===== src/rtl/bram_fifo.sv =====
`default_nettype none
// ============================================================================
//  Module      : bram_fifo
//  Description : Synchronous FIFO that stores words in an external 4 kb
//                dual-ported BRAM. A two-slot output stage (head + skid)
//                gives first-word fall-through and one word per cycle.
//  Revision    : 1.0 - initial release
// ============================================================================
module bram_fifo #(
    parameter int DATA_SZ = 16,
    parameter int ADDR_SZ = $clog2(4096 / DATA_SZ)
) (
    input  logic               i_clk,
    input  logic               i_rst,
    input  logic               i_wr,
    input  logic [DATA_SZ-1:0] i_data,
    output logic               o_full,
    input  logic               i_rd,
    output logic [DATA_SZ-1:0] o_data,
    output logic               o_empty,
    output logic [ADDR_SZ:0]   o_count,
    output logic               o_wr_en,
    output logic [ADDR_SZ-1:0] o_waddr,
    output logic [DATA_SZ-1:0] o_wdata,
    output logic               o_rd_en,
    output logic [ADDR_SZ-1:0] o_raddr,
    input  logic [DATA_SZ-1:0] i_rdata
);

    localparam logic [ADDR_SZ:0]   DEPTH   = {1'b1, {ADDR_SZ{1'b0}}};
    localparam logic [ADDR_SZ:0]   CNT_ONE = {{ADDR_SZ{1'b0}}, 1'b1};
    localparam logic [ADDR_SZ-1:0] PTR_ONE = {{(ADDR_SZ-1){1'b0}}, 1'b1};

    typedef enum logic [1:0] {
        ST_EMPTY = 2'd0,
        ST_ONE   = 2'd1,
        ST_TWO   = 2'd2
    } state_t;

    state_t               state;
    state_t               next_state;
    logic [ADDR_SZ-1:0]   wptr;
    logic [ADDR_SZ-1:0]   rptr;
    logic [ADDR_SZ:0]     count;
    logic [ADDR_SZ:0]     bram_cnt;     // words in BRAM written in earlier cycles, not yet fetched
    logic                 inflight;     // fetch issued last cycle, data on i_rdata now
    logic [DATA_SZ-1:0]   head;
    logic [DATA_SZ-1:0]   skid;
    logic [1:0]           used;
    logic                 push;
    logic                 pop;
    logic                 fetch;
    logic                 load_head;

    // Acceptance, fetch decision and BRAM port drive from pre-edge state
    always_comb begin
        used = 2'd0;
        case (state)
            ST_ONE:  used = 2'd1;
            ST_TWO:  used = 2'd2;
            default: used = 2'd0;
        endcase
        push = i_wr && !o_full && !i_rst;
        pop  = i_rd && !o_empty;
        // A slot vacated by this cycle's pop is free by the time a new
        // fetch lands, which is what keeps back-to-back pops bubble-free.
        fetch = (bram_cnt != '0) &&
                (({1'b0, used} + {2'b0, inflight}) < (3'd2 + {2'b0, pop}));
        // Returning data goes straight to head when head is free or leaving.
        load_head = inflight && ((state == ST_EMPTY) || ((state == ST_ONE) && pop));
    end

    assign o_full  = (count == DEPTH);
    assign o_empty = (state == ST_EMPTY);
    assign o_count = count;
    assign o_data  = head;
    assign o_wr_en = push;
    assign o_waddr = wptr;
    assign o_wdata = i_data;
    assign o_rd_en = fetch;
    assign o_raddr = rptr;

    // Pointers, occupancy counters and in-flight flag
    always_ff @(posedge i_clk or posedge i_rst) begin
        if (i_rst) begin
            wptr     <= '0;
            rptr     <= '0;
            count    <= '0;
            bram_cnt <= '0;
            inflight <= 1'b0;
        end else begin
            inflight <= fetch;
            if (push) begin
                wptr <= wptr + PTR_ONE;
            end
            if (fetch) begin
                rptr <= rptr + PTR_ONE;
            end
            if (push && !pop) begin
                count <= count + CNT_ONE;
            end else if (pop && !push) begin
                count <= count - CNT_ONE;
            end
            if (push && !fetch) begin
                bram_cnt <= bram_cnt + CNT_ONE;
            end else if (fetch && !push) begin
                bram_cnt <= bram_cnt - CNT_ONE;
            end
        end
    end

    // Output-stage data: capture returning BRAM data, advance skid on pop
    always_ff @(posedge i_clk or posedge i_rst) begin
        if (i_rst) begin
            head <= '0;
            skid <= '0;
        end else begin
            if (inflight) begin
                if (load_head) begin
                    head <= i_rdata;
                end else begin
                    skid <= i_rdata;
                end
            end
            if (pop && (state == ST_TWO)) begin
                head <= skid;
            end
        end
    end

    // Output-stage state register
    always_ff @(posedge i_clk or posedge i_rst) begin
        if (i_rst) begin
            state <= ST_EMPTY;
        end else begin
            state <= next_state;
        end
    end

    // Output-stage next-state: capture fills a slot, pop frees one
    always_comb begin
        next_state = state;
        case (state)
            ST_EMPTY: begin
                if (inflight) begin
                    next_state = ST_ONE;
                end
            end
            ST_ONE: begin
                if (inflight && !pop) begin
                    next_state = ST_TWO;
                end else if (pop && !inflight) begin
                    next_state = ST_EMPTY;
                end
            end
            ST_TWO: begin
                if (pop && !inflight) begin
                    next_state = ST_ONE;
                end
            end
            default: next_state = ST_EMPTY;
        endcase
    end

endmodule
`default_nettype wire

===== config.mk =====
export PLATFORM = sky130hd
export DESIGN_NAME = bram_fifo
export DESIGN_NICKNAME = d
export VERILOG_FILES = /design/src/rtl/bram_fifo.sv
export SDC_FILE = /design/constraint.sdc
export NUM_CORES = 1
export LEC_CHECK = 0
export CORE_AREA = 2 2 89 91
export CTS_BUF_LIST = sky130_fd_sc_hd__clkbuf_8
export DETAILED_ROUTE_END_ITERATION = 12
export DIE_AREA = 0 0 91 93
export GPL_TIMING_DRIVEN = 1
export PLACE_DENSITY = 0.82
export SYNTH_ARGS = -nofsm -noshare
export SYNTH_HDL_FRONTEND = slang
export SYNTH_SLANG_ARGS = --single-unit

===== constraint.sdc =====
create_clock -name i_clk -period 6.9 [get_ports i_clk]
set_clock_uncertainty 0.15 [all_clocks]
set_input_delay 2.07 -clock i_clk [delete_from_list [all_inputs] [get_ports i_clk]]
set_output_delay 2.07 -clock i_clk [all_outputs]
set_load 0.02 [all_outputs]

==> impl_results.md, run 1 <==
- Critical Path AT: 3.90 ns
- Synth Flop Type: dfrtp_1
- Routed length per instance: 14.45 µm
- H-tree Lvls: 3
- Final WL: 7.411 mm
- Starting density of the core: 49.62%
- Largest cells by area after synthesis: dfrtp_1, ha_1, mux2i_1
- Synth Register Bits: 69
- Chip Height: 93 µm
- Antenna-violating nets left: 0
- Total CTS buffers: 9
- Register area: 1727 µm²
- Share of cells above drive strength 1: 8.029%
- Vias per cell: 5.320
- Register area share after synthesis: 46.23%
- Max stage delay on crit path: 0.63 ns
- PD cells: 547.3 nW/µm²
- Post-synth top area share: 46.23%
- Critical Path End Type: primary output
- CTS sink cnt: 69
- Post-CTS Hold Buffers: 0
- Post-CTS sizing: 0
- Fill count: 664
- WP data required: 4.68 ns
- GRT Resource Usage Total: 18.54%
- Core ar.: 7527 µm²
- # Max-Cap Violations: 0
- CTS root buf: clkbuf_8
- Avg Inst Size Synth: 10.49 µm²
- Setup_tns: 0 ns
- Worst-path cell chain: clkdlybuf4s50_1 -> o21ai_1 -> o21ai_1 -> o41ai_2 -> nor2_4 -> clkdlybuf4s50_1
- Clk pwr share: 13.3%
- Ant. Diodes: 0
- Hold_ws: 0.3320 ns
- Sw Share: 42.89%
- RSZ-0062 raised after global routing: no
- Worst rel slew slack: 16.34%
- Ys Warns: 0
- Die Area: 8463 µm²
- Comb power frac: 55.1%
- Setup CP Type: input pin to primary output
- Post-layout net count: 465
- WP buf/inv: 2
- CP top delay family: buffers and inverters
- Fin crit share: 88.71%
- Worst vdd ir: 0.2724 mV
- Vias in the first global route: 2702
- Placement Cell Area: 4342 µm²
- CP Launch Type: input pin
- I/O pin total: 97
- TritonRoute pass-1 iters: 4
- Post-DP HPWL: 5.260 mm
- Worst Max-Slew Pin Slew: 1.255 ns
- CTS tree: yes
- Clock period minus final worst setup slack: 6.121 ns
- Floorplan row count: 32
- Async set-reset flop share out of synthesis: 100.0%
- Mapped cell area: 3735 µm²
- Fmax: 163.4 MHz
- Clk slew on worst S/H paths: 0.08 ns
- Synth cell types: 49
- First DRT Iteration DRCs: 90
- Hold WC Path Type: register to register
- Number of synthesized flops with an enable pin: 0
- CP max-delay cell: clkdlybuf4s50_1
- Leading area contributor after synthesis: dfrtp_1
- Internal power: 1419 µW
- First-pass GRT wire length: 12.56 mm
- Post-route DRC violation count: 0
- Setup Buffers After CTS: 0
- # setup viols final: 0
- Area Growth Syn to Fin: 21.51%
- Max clock buf depth: 2
- Final core utilization: 60.29%
- Largest net degree at the start of global routing: 70
- Critical path fanouts, max: 8
- Die width: 91 µm
- Routed via count: 2729
- IO Port Bufs: 64
- Gate Count Post-Synth: 356
- Net Count, Synth: 415
- Reg power frac: 31.6%
- Standby leakage power: 0.002024 µW
- P_sw: 1065 µW
- Hold Vio Cnt, Final: 0
- Initial antenna violation count: 0
- Total congestion overflow: 0
- Status: finished, final reports clean
- Worst skew pair latency: 0.35 ns
- Final instance area: 4538 µm²
- Gpl congestion: 0.8471
- Final Slew Violations: 0
- Footprint of the multi-input gates: 1779 µm²
-- power by group through the flow --
| stage | sequential (µW) | combinational, µW | clock (µW) |
|---|---|---|---|
| finish | 784 | 1370 | 330 |
| global placement | 780 | 1320 | 0 |
| floorplan | 885 | 841 | 0 |
| global route | 817 | 1520 | 358 |
| detailed placement | 791 | 1380 | 0 |
| CTS | 784 | 1380 | 338 |
-- worst paths after layout --
kind / slack, ns / to / start / cells past startpoint
max: 0.78 / o_rd_en / i_rd / 6
min: 0.33 / o_waddr[7] / o_waddr[7] / 1
max reg2reg: 3.16 / bram_cnt[7] / state[0] / 17
min reg2reg: 0.33 / o_waddr[7] / o_waddr[7] / 1
max in group asynchronous: 3.82 / o_raddr[1] / i_rst / 3
min in group asynchronous: 2.20 / o_count[8] / i_rst / 3
-- Yosys cell counts, types with 3 or more instances --
cell     instances
dfrtp_1         69
buf_2            6
mux2i_1         17
mux2_2           6
xor2_1          10
o21ai_1          7
o21ai_0         13
xnor2_1         18
ha_1            21
nor2_1          29
nand2_1         23
nor2b_1          3
nand4_1          7
nor3_1           8
a21oi_1         28
inv_1           14
nand3_1          4
a21o_1           3
buf_4           17
and3_1           4
mux2_1          12
a31oi_1          3
-- per-layer routing --
layer	up-vias	GRT usage (%)	share of wire, %
met3	12	4.110	5.3
li1	1329	-	-
met2	76	29.57	46
met5	-	0	0
met1	1312	24.27	47
met4	0	8.586	2.0
-- layout by cell type (no fill, tap or decap), drive strengths merged, types with 17 or more instances in the layout --
cell            n
a21oi          28
xnor2          18
mux2           18
nand2          24
o21ai          21
ha             21
nor2           30
mux2i          17
clkdlybuf4s50  64
dfrtp          69
-- through the flow --
step	worst slack, ns	total power [µW]	std cells
5_1_grt	0.7082	2690	513
3_5_place_dp	0.7498	2166	497
6_report	0.7793	2484	513
2_1_floorplan	0.6803	1726	356
3_3_place_gp	0.8473	2097	497
4_1_cts	0.7590	2502	513
-- area by class of cell --
| cell class | count | area share [%] |
|---|---|---|
| repair buffers | 66 | 14.45 |
| multi-input cells | 246 | 39.21 |
| flip-flops and latches | 69 | 38.05 |
| clock inverters | 7 | 1.599 |
| inverters | 14 | 1.158 |
| clock buffers | 9 | 2.730 |
| well taps | 102 | 2.812 |
-- registers in the layout, summed over array words and instances (netlist names) --
signal / cells
bram_cnt: 9
inflight: 1
o_count: 9
o_data: 16
o_raddr: 8
o_waddr: 8
skid: 16
state: 2
-- cell families after synthesis --
kind of cell	synth area share, %
AOI/OAI and AO/OA	10.95
adders and majority gates	8.107
buffers and inverters	6.231
muxes	9.983
xor gates and xnor gates	6.566
DFF	46.23
and+or+nand+nor	11.93
(Power assumes the default switching activity.)
==> run 2: changes to the inputs <==
--- a/config.mk
+++ b/config.mk
@@ -11,6 +11,7 @@
 export DIE_AREA = 0 0 91 93
 export GPL_TIMING_DRIVEN = 1
 export PLACE_DENSITY = 0.82
+export RECOVER_POWER = 50
 export SYNTH_ARGS = -nofsm -noshare
 export SYNTH_HDL_FRONTEND = slang
 export SYNTH_SLANG_ARGS = --single-unit
==> impl_results.md, run 2 (synthesis results as in run 1) <==
- Clk slew on worst S/H paths: 0.07 ns
- Post-layout net count: 465
- Critical Path Source: i_rd
- Worst rel slew slack: 16.40%
- Routed via count: 2729
- Max clock buf depth: 2
- Critical path fanouts, max: 8
- Final Slew Violations: 0
- I/O pin total: 97
- CTS sink cnt: 69
- Reg2Reg Launch Point: state[0]
- CTS tree: yes
- Setup CP Type: input pin to primary output
- Post-DP HPWL: 5.260 mm
- Clock period minus final worst setup slack: 6.335 ns
- P_sw: 1063 µW
- IO Port Bufs: 64
- Fin crit share: 91.81%
- Setup_tns: 0 ns
- Share of cells above drive strength 1: 7.543%
- Fill count: 663
- Hold Vio Cnt, Final: 0
- Worst skew pair latency: 0.35 ns
- Chip Height: 93 µm
- TritonRoute pass-1 iters: 4
- Comb power frac: 54.8%
- Worst r2r dst: bram_cnt[7]
- Worst Hold Depth: 1
- Core ar.: 7527 µm²
- CTS root buf: clkbuf_8
- Die width: 91 µm
- First DRT Iteration DRCs: 85
- Reg2Reg Depth: 17
- Post-CTS Hold Buffers: 0
- Critical Path End Type: primary output
- Standby leakage power: 0.002025 µW
- Vias in the first global route: 2702
- Largest net degree at the start of global routing: 70
- Footprint of the multi-input gates: 1777 µm²
- Total congestion overflow: 0
- Total CTS buffers: 9
- Fmax: 157.9 MHz
- Setup crit end: o_rd_en
- Setup Buffers After CTS: 0
- Critical Path AT: 4.11 ns
- PD cells: 542.8 nW/µm²
- Routed length per instance: 14.45 µm
- Hold_ws: 0.3275 ns
- Final WL: 7.411 mm
- First-pass GRT wire length: 12.56 mm
- Most frequent cells in the layout: dfrtp_1, clkdlybuf4s50_1, nor2_1
- # Max-Cap Violations: 0
- Worst Max-Slew Pin Slew: 1.254 ns
- Area Growth Syn to Fin: 21.44%
- Vias per cell: 5.320
- WP data required: 4.68 ns
- Post-CTS sizing: 0
- Placed insts: 497
- Internal power: 1399 µW
- Most common cell after layout, fill and taps aside: dfrtp_1
- Hold WC Path Type: register to register
- Reg power frac: 31.7%
- Floorplan row count: 32
- Sw Share: 43.18%
- Die Area: 8463 µm²
- GRT Resource Usage Total: 18.54%
- Antenna-violating nets left: 0
- Register area: 1727 µm²
- Initial antenna violation count: 0
- Gpl congestion: 0.8471
- Ant. Diodes: 0
- Post-route DRC violation count: 0
- Status: finished, final reports clean
- Clk pwr share: 13.5%
- # setup viols final: 0
- H-tree Lvls: 3
- Non-Filler Instances: 513
- CP Launch Type: input pin
- RSZ-0062 raised after global routing: no
- Starting density of the core: 49.62%
- R2R setup slack: 3.14 ns
- Worst vdd ir: 0.2724 mV
-- run 2: layer usage --
layer / GRT usage [%] / share of wire (%)
met5: 0 / 0
met4: 8.586 / 2.0
met3: 4.110 / 5.0
met2: 29.57 / 46
met1: 24.27 / 47
-- run 2: power groups by stage --
stage	Sequential, µW	Combinational (µW)	Clock, µW
after floorplan	885	841	0
after global placement	780	1320	0
after detailed placement	791	1380	0
after CTS	784	1380	338
after global routing	814	1500	358
final	781	1350	331
-- run 2: layout make-up --
cell class              count  area share (%)
clock inverters             7           1.600
clock buffers               9           2.731
flip-flops and latches     69           38.07
inverters                  14           1.159
well taps                 102           2.814
repair buffers             66           14.46
multi-input cells         246           39.17
-- run 2: per-stage QoR --
step,cell area (µm²),power (µW),worst slack (ns),util (%)
6_report,4536,2462,0.5653,60.26
5_1_grt,4536,2668,0.4794,60.26
4_1_cts,4538,2502,0.7590,60.29
3_5_place_dp,4342,2166,0.7498,57.68
3_3_place_gp,4342,2097,0.8473,57.68
2_1_floorplan,3735,1726,0.6803,-
-- run 2: worst max-delay path, stage by stage --
cell             delay (ns)
dlygate4sd3_1          0.71
o21ai_0                0.21
o21ai_0                0.26
o41ai_2                0.14
nor2_4                 0.10
clkdlybuf4s50_1        0.62
-- run 2: worst min-delay path by stage --
stage,start,end
after floorplan,skid[0],skid[0]
after global placement,o_raddr[7],o_raddr[7]
after detailed placement,o_waddr[7],o_waddr[7]
after CTS,o_waddr[7],o_waddr[7]
after global routing,o_waddr[7],o_waddr[7]
final,o_raddr[7],o_raddr[7]
==> run 3: changes to the inputs <==
==> config.mk (replaced) <==
export PLATFORM = sky130hd
export DESIGN_NAME = bram_fifo
export DESIGN_NICKNAME = d
export VERILOG_FILES = /design/src/rtl/bram_fifo.sv
export SDC_FILE = /design/constraint.sdc
export NUM_CORES = 1
export LEC_CHECK = 0
export ABC_AREA = 1
export CELL_PAD_IN_SITES_DETAIL_PLACEMENT = 1
export CELL_PAD_IN_SITES_GLOBAL_PLACEMENT = 2
export CORE_AREA = 2 2 122 124
export CTS_BUF_LIST = sky130_fd_sc_hd__clkbuf_8
export DETAILED_ROUTE_END_ITERATION = 12
export DIE_AREA = 0 0 124 126
export GPL_TIMING_DRIVEN = 1
export PLACE_DENSITY_LB_ADDON = 0.1
export RECOVER_POWER = 50
export SKIP_CTS_REPAIR_TIMING = 1
export SYNTH_ARGS = -nofsm -noshare
export SYNTH_HDL_FRONTEND = slang
export SYNTH_SLANG_ARGS = --single-unit
==> impl_results.md, run 3 <==
- # Max-Cap Violations: 1
- Core ar.: 14310 µm²
- Adder-Cell Fraction of Synth Area: 7.145%
- Max clock buf depth: 2
- Worst vdd ir: 0.1907 mV
- Standby leakage power: 0.002428 µW
- Final Slew Violations: 70
- Post-route DRC violation count: 0
- Share of cells above drive strength 1: 12.61%
- Ys Warns: 0
- Worst rel slew slack: -22.63%
- Number of synthesized flops with an enable pin: 0
- Async set-reset flop share out of synthesis: 100.0%
- Reg2Reg Depth: 14
- M1 wire length: 5.019 mm
- Most common cell after layout, fill and taps aside: nand2_1
- Clk slew on worst S/H paths: 0.08 ns
- Hold Vio Cnt, Final: 0
- Synth Area in Compound Gates: 11.84%
- Worst Max-Slew Pin Slew: 1.839 ns
- Gate Count Post-Synth: 531
- Hold WC Path Type: register to register
- Synth Flop Type: dfrtp_1
- Failing checks: max-capacitance violations, max-slew violations
- Worst-path cell chain: dlygate4sd3_1 -> inv_1 -> nor2_1 -> nand2_2 -> a21oi_4 -> nand2_4 -> inv_1 -> clkdlybuf4s50_1
- Worst skew pair latency: 0.38 ns
- WP data required: 4.68 ns
- Mux cell area share after synthesis: 0%
- I/O pin total: 97
- Main combinational cell family by area after synthesis: simple AND/OR/NAND/NOR gates
- Critical Path End Type: primary output
- CP max-delay cell: dlygate4sd3_1
- Chip Height: 126 µm
- WL met3: 286 µm
- Post-synth top area share: 40.74%
- Leading area contributor after synthesis: dfrtp_1
- Fmax: 154.5 MHz
- Metal2 WL: 4.881 mm
- Die width: 124 µm
- Post-DP HPWL: 7.412 mm
- Die Area: 15620 µm²
- Reg2Reg Launch Point: state[0]
- Ant. Diodes: 0
- Critical Path Source: i_rd
- Largest net degree at the start of global routing: 70
- Floorplan row count: 44
- Final WL: 10.44 mm
- Starting density of the core: 29.61%
- CP dominant cell by count: inv_1
- Synth Register Bits: 69
- # setup viols final: 0
- Post-synthesis xor/xnor area fraction: 2.893%
- First DRT Iteration DRCs: 109
- Routed length per instance: 13.54 µm
- Antenna-violating nets left: 0
- Top routing layer in use: met4
- Net Count, Synth: 590
- Total CTS buffers: 9
- RSZ-0062 raised after global routing: no
- Mapped cell area: 4238 µm²
- IO Port Bufs: 64
- Count leader, synth: nand2_1
- Register area share after synthesis: 40.74%
- Synth Area in Simple Gates: 26.60%
- CP Launch Type: input pin
- Critical path fanouts, max: 10
- Synth cell types: 28
- Power, Total: 2652 µW
- Post-layout net count: 641
- Largest cells by area after synthesis: dfrtp_1, nand2_1, ha_1
- Initial antenna violation count: 0
- Total congestion overflow: 0
- H-tree Lvls: 3
- CTS root buf: clkbuf_8
- Worst r2r dst: bram_cnt[4]
- Vias in the first global route: 3665
- Status: finished with violations
- Critical Path AT: 4.25 ns
- Setup CP Type: input pin to primary output
- Gpl congestion: 0.7747
- Avg Inst Size Synth: 7.981 µm²
- TritonRoute pass-1 iters: 4
- GRT Resource Usage Total: 14.52%
- Commonest cells post-synth: nand2_1, dfrtp_1, inv_1
- First-pass GRT wire length: 17.49 mm
- Max stage delay on crit path: 0.62 ns
- Fin crit share: 93.78%
- CTS sink cnt: 69
- Setup_tns: 0 ns
- Routed via count: 3514
- Most frequent cells in the layout: nand2_1, dfrtp_1, inv_1
- PD cells: 520.0 nW/µm²
- Area Growth Syn to Fin: 20.34%
- Setup crit end: o_rd_en
- R2R setup slack: 3.52 ns
- Vias per cell: 4.558
- CTS tree: yes
- Clock period minus final worst setup slack: 6.471 ns
-- run 3: cell count changes in the layout (fill, tap and decap cells not counted), moves of 17 or more --
cell | previous run | this run
clkdlybuf4s50_1 | 44 | 62
nor2_2 | 0 | 17
nand3_1 | 4 | 30
mux2i_1 | 17 | 0
nand2_1 | 23 | 144
inv_1 | 14 | 67
a21oi_2 | 0 | 28
dlygate4sd3_1 | 20 | 2
-- run 3: worst max-delay path, delay by kind of cell --
kind	cells	cell delay (ns)
buffers and inverters	4	1.42
and+or+nand+nor	3	0.45
AOI/OAI and AO/OA	1	0.31
-- run 3: kinds of logic (layout without fill, tap and decap cells) --
family / Yosys count / in the layout
compound gates: 75 / 75
xor+xnor: 14 / 14
fa+ha+maj: 23 / 23
buf+inv: 95 / 151
flops: 69 / 69
simple gates: 255 / 255
-- run 3: final cells by class --
cell class	count	area, µm²
sequential	69	1727
tap	184	230.2
fill	1777	9214
multi-input combinational	367	2044
clock buffer	11	151.4
inverter	68	255.2
clock inverter	5	35.03
timing repair buffer	67	656.9
-- run 3: metal layers --
layer	global-route usage, %	vias up
li1	-	1758
met5	0	-
met4	7.072	0
met3	2.717	21
met1	18.58	1696
met2	23.37	39
-- run 3: stage by stage --
step | cells | hold slack [ns] | cell area (µm²) | worst slack (ns) | utilization [%]
after floorplan | 531 | 0.3253 | 4238 | 0.3955 | -
final | 771 | 0.3702 | 5100 | 0.4294 | 35.63
after global placement | 755 | 0.3493 | 4930 | 0.6250 | 34.44
after CTS | 771 | 0.3774 | 5116 | 0.5408 | 35.74
after detailed placement | 755 | 0.3599 | 4930 | 0.5482 | 34.44
after global routing | 771 | 0.4017 | 5100 | 0.2826 | 35.63
-- run 3: power by group --
part	switching [µW]	internal (µW)	leakage, µW
Clock	178	149	0.0000836
Combinational	947	629	0.00151
Sequential	147	602	0.000836
-- run 3: how the worst min path moves through the flow --
stage | startpoint | to | depth (start not counted)
final | o_data[4] | o_data[4] | 2
after CTS | bram_cnt[0] | bram_cnt[0] | 1
after global placement | o_data[9] | o_data[9] | 2
after global routing | o_count[0] | o_count[0] | 1
after detailed placement | o_data[5] | o_data[5] | 2
after floorplan | bram_cnt[5] | bram_cnt[5] | 2
